===== src/rtl/seg_scan_arbiter.sv =====
// seg_scan_arbiter: 4-digit 7-segment scan controller sharing the display between the score and flash messages.
// Source switches happen only on frame boundaries, so a frame never mixes score and message.
module seg_scan_arbiter #(
  parameter int REFRESH_DIV  = 100000,
  parameter int FLASH_FRAMES = 250
) (
  input  logic        Clk100M,
  input  logic        Rst_n,
  input  logic [15:0] score_val,
  input  logic [3:0]  score_dp,
  input  logic        blank,
  input  logic        msg_req,
  input  logic [31:0] msg_val,
  output logic        msg_ack,
  output logic        msg_busy,
  output logic        tick,
  output logic [7:0]  seg,
  output logic [3:0]  an
);
  localparam int CW = (REFRESH_DIV > 1) ? $clog2(REFRESH_DIV) : 1;
  localparam int HW = $clog2(FLASH_FRAMES + 1);
  typedef enum logic [1:0] {SCORE, PEND, MSG} state_t;
  logic [CW-1:0] r_cnt;
  logic [1:0]    r_idx;
  state_t        r_state;
  logic [HW-1:0] r_hold;
  logic [31:0]   r_msg;
  logic [7:0]    r_seg;
  logic [3:0]    r_an;
  logic          r_ack;
  logic          r_busy;
  logic          w_tick;
  logic          w_frame;
  logic [3:0]    w_nib;
  logic [6:0]    w_hex;
  logic [7:0]    w_seg;
  assign w_tick   = (r_cnt == CW'(REFRESH_DIV - 1));
  assign w_frame  = w_tick && (r_idx == 2'd3);
  assign w_nib    = score_val[{r_idx, 2'b00} +: 4];
  assign w_seg    = (r_state == MSG) ? r_msg[{r_idx, 3'b000} +: 8] : {~score_dp[r_idx], w_hex};
  assign tick     = w_tick;
  assign seg      = r_seg;
  assign an       = r_an;
  assign msg_ack  = r_ack;
  assign msg_busy = r_busy;
  always_comb begin
    w_hex = 7'h7F;
    case (w_nib)
      4'h0: w_hex = 7'h40;
      4'h1: w_hex = 7'h79;
      4'h2: w_hex = 7'h24;
      4'h3: w_hex = 7'h30;
      4'h4: w_hex = 7'h19;
      4'h5: w_hex = 7'h12;
      4'h6: w_hex = 7'h02;
      4'h7: w_hex = 7'h78;
      4'h8: w_hex = 7'h00;
      4'h9: w_hex = 7'h10;
      4'hA: w_hex = 7'h08;
      4'hB: w_hex = 7'h03;
      4'hC: w_hex = 7'h46;
      4'hD: w_hex = 7'h21;
      4'hE: w_hex = 7'h06;
      default: w_hex = 7'h0E;
    endcase
  end
  always_ff @(posedge Clk100M or negedge Rst_n) begin
    if (!Rst_n) begin
      r_cnt <= '0;
      r_idx <= 2'd0;
      r_seg <= 8'hFF;
      r_an  <= 4'hF;
    end else begin
      r_cnt <= w_tick ? '0 : r_cnt + 1'b1;
      if (w_tick) r_idx <= r_idx + 2'd1;
      r_seg <= w_seg;
      r_an  <= blank ? 4'hF : ~(4'b0001 << r_idx);
    end
  end
  // hold counts remaining message frames; leaving MSG and dropping busy share one edge
  always_ff @(posedge Clk100M or negedge Rst_n) begin
    if (!Rst_n) begin
      r_state <= SCORE;
      r_hold  <= '0;
      r_msg   <= '0;
      r_ack   <= 1'b0;
      r_busy  <= 1'b0;
    end else begin
      r_ack <= 1'b0;
      case (r_state)
        SCORE: if (msg_req) begin
          r_msg   <= msg_val;
          r_ack   <= 1'b1;
          r_busy  <= 1'b1;
          r_state <= PEND;
        end
        PEND: if (w_frame) begin
          r_hold  <= HW'(FLASH_FRAMES);
          r_state <= MSG;
        end
        MSG: if (w_frame) begin
          r_hold <= r_hold - HW'(1);
          if (r_hold == HW'(1)) begin
            r_state <= SCORE;
            r_busy  <= 1'b0;
          end
        end
        default: r_state <= SCORE;
      endcase
    end
  end
endmodule


===== config.mk =====
export PLATFORM = sky130hd
export DESIGN_NAME = seg_scan_arbiter
export DESIGN_NICKNAME = d
export VERILOG_FILES = /design/src/rtl/seg_scan_arbiter.sv
export SDC_FILE = /design/constraint.sdc
export NUM_CORES = 1
export LEC_CHECK = 0
export CAP_MARGIN = 20
export CORE_MARGIN = 5
export CORE_UTILIZATION = 56
export DETAILED_ROUTE_END_ITERATION = 7
export PLACE_DENSITY = 0.94
export REMOVE_ABC_BUFFERS = 1
export SYNTH_ARGS = -nofsm -noshare
export SYNTH_HDL_FRONTEND = slang
export SYNTH_SLANG_ARGS = --single-unit

===== constraint.sdc =====
create_clock -name Clk100M -period 5.9 [get_ports Clk100M]
set_input_delay 0.59 -clock Clk100M [delete_from_list [all_inputs] [get_ports Clk100M]]
set_output_delay 0.59 -clock Clk100M [all_outputs]
set_load 0.05 [all_outputs]

==> impl_metrics.toml <==
[status]
status = "finished clean"

[critical_path]
critical-path-top-delay-family = "simple AND/OR/NAND/NOR gates"
timing.rr.start = "r_idx[1]"
rrSetupSlack_ns = 3.55
path_depth = 4
path_class = "flip-flop to output pin"
crit_required_ns = 5.31
critPathMaxStageDelay_ns = 0.90
r2r-end = "r_state[1]"
start_kind = "flip-flop"
worst-path-buf-inv = 1
r2r_cells = 4
cp_max_fo = 13
worstPathCellList = "or4b_4 -> nor3_4 -> and2_1 -> clkdlybuf4s50_1"
worstPathArrival_ns = 2.93
cp_slowest_cell = "clkdlybuf4s50_1"
endpoint_kind = "output pin"

[timing]
tns_ns = 0
final_hold_viol_count = 0
relSlewSlack = 0.3820
drv_slew = 0
finalCritPeriodShare = 0.5966
max_freq_ghz = 0.2841
setup_violations = 0
clock_skew_ns = 0.009554
worst_slew_pin_slew_ns = 0.9270
rsz0062_at_grt = "no"
period_needed_ns = 3.520

[worst_hold_path]
min_path_type = "input port to async pin"

[layout]
layout_commonest_cell = "clkdlybuf4s50_1"
mostFrequentLayoutCells = "69 x clkdlybuf4s50_1, 63 x dfrtp_1, 33 x mux2_2"
n_antenna_cell = 0
finalNonFillerCells = 458
layout.nets = 445
syn_to_final_growth_pct = 27.27
postLayoutCoreUtil = 0.7419
drive_gt1_frac = 0.2205

[logic_synthesis]
synth.area.top_cells = "dfrtp_1 42%, mux2_2 9.9%, dfstp_2 8.4%, mux4_2 7.8%, ha_1 4.3%"
synth_cell_types = 47
synth_seq_area_share = 0.5053
syn_area_sq_mm = 0.003744
synth_edf_count = 0
synth.avg_cell_area_sq_um = 12.19
synth_largest_area_cell = "dfrtp_1"
syn_inst = 307
ys_seq_elements = 75
ys_warn_count = 0
async_flop_share = 1.000
yosysTopAreaCellShare = 0.4211
synthFlopType = "dfrtp_1"

[global_route]
grt_usage = 0.2145
antenna_found_initial = 0
grt-ovfl-total = 0
grt_first_pass_wirelength_microns = 14070
grt_pass1_vias = 2800
grt_max_degree = 76

[floorplan]
start_util = 0.5829
pin_count = 71
rows = 29
die_x_microns = 91.76
fp.dieH_microns = 91.76
core_sq_mm = 0.006422
die_area_sq_mm = 0.008420

[clock_tree]
cts_hold_buf = 0
cts_tree = "built"
path_clk_slew_ns = 0.08
cts_num_sinks = 75
cts_resized = 0
htreeDepth = 3
cts_setup_buffers = 0
root_buffer = "clkbuf_8"
clockBufferDepth = 2
numCtsBuffers = 9
clk_latency_ns = 0.35

[routing]
num_vias = 2704
first_pass_iters = 4
avgViaCountPerCell = 5.904
detail_route.wl_per_cell_microns = 18.42
drc = 0
drt-initial-drc-count = 307
postRouteAntennaNets = 0
wirelength_microns = 8438

[pwr]
p_per_area_mw_per_mm2 = 253.1
ir_worst_vdd_uv = 232.5
p_leak_nw = 2.036

[placed_design]
dp.cells = 442
io_buffers = 70
gp_routability_congestion = 0.8332
dp_hpwl_microns = 5825

[flow_run]
cap_violations = 0
[per-stage QoR]
stage	total power, mW	worst slack, ns	hold WS (ns)	instance area, sq um
3_5_place_dp	0.6888	2.749	0.4799	4491
2_1_floorplan	0.6203	3.496	0.2944	3676
4_1_cts	1.213	2.355	0.4873	4765
5_1_grt	1.251	2.214	0.5149	4765
6_report	1.206	2.380	0.4492	4765
3_3_place_gp	0.6822	2.806	0.4679	4491
[layer usage]
| metal | up-vias | share of wire | track usage |
|---|---|---|---|
| li1 | 1243 | - | - |
| met1 | 1355 | 0.41 | 0.2686 |
| met2 | 83 | 0.52 | 0.3597 |
| met3 | 23 | 0.045 | 0.03846 |
| met4 | 0 | 0.031 | 0.1064 |
| met5 | - | 0 | 0 |
[cells in the mapped netlist (2+ instances only)]
cell type,instances
and2_1,3
nand3_1,8
nand4_1,6
o31ai_1,5
a221oi_1,2
dfstp_2,12
mux2_2,33
buf_2,9
and3_1,2
o21ai_0,4
mux4_2,13
xor2_1,6
o41ai_1,3
dfrtp_1,63
nand2_1,13
xnor2_1,10
o22ai_1,4
ha_1,13
nor4_1,3
o31a_1,3
nor2b_1,4
or3_1,2
a21oi_1,16
clkbuf_1,6
inv_1,11
nand2b_1,6
nor2_1,25
or2_0,2
nor3b_1,2
[kinds of logic (layout without fill, tap and decap cells)]
logic type | count (synthesis) | in the layout | synth area share
and+or+nand+nor | 85 | 85 | 0.1250
AOI/OAI and AO/OA | 45 | 45 | 0.07955
muxes | 47 | 47 | 0.1801
xor gates and xnor gates | 16 | 16 | 0.03743
DFF | 75 | 75 | 0.5053
adders and majority gates | 13 | 13 | 0.04345
buffers and inverters | 26 | 100 | 0.02908
[state kept, by name, summed over array words and instances, names as in the netlist]
| signal | count |
|---|---|
| an | 4 |
| seg | 8 |
| r_idx | 2 |
| r_hold | 8 |
| r_msg | 32 |
| msg_busy | 1 |
| r_state | 2 |
| r_cnt | 17 |
| msg_ack | 1 |
[area by class of cell]
| type | count | area (sq um) |
|---|---|---|
| clock inverters | 6 | 136.4 |
| clock buffers | 10 | 137.6 |
| repair buffers | 73 | 718.2 |
| flip-flops and latches | 75 | 1892 |
| well taps | 77 | 96.34 |
| fillers | 381 | 1658 |
| inverters | 11 | 41.29 |
| multi-input cells | 206 | 1743 |
[worst max-delay path by stage]
| stage | startpoint | endpoint | slack (ns) |
|---|---|---|---|
| after floorplan | r_cnt[12] | tick | 3.50 |
| after global placement | r_cnt[12] | tick | 2.81 |
| after detailed placement | r_cnt[12] | tick | 2.75 |
| after CTS | r_cnt[12] | tick | 2.35 |
| after global routing | r_cnt[0] | tick | 2.21 |
| final | r_cnt[12] | tick | 2.38 |
[where the power goes]
part	total, mW	leakage, nW	internal, mW	switching, mW
Clock	0.527	0.133	0.336	0.191
Combinational	0.125	0.948	0.0701	0.0550
Sequential	0.554	0.956	0.542	0.0121
[worst reg2reg max path, cell delays in order, from the launching register on]
cell and delay [ns]:
dfrtp_1 0.86, ha_1 0.40, nand3_4 0.16, nor4_1 0.57, o22ai_1 0.20
No activity file was read; power rests on OpenSTA's default activity.
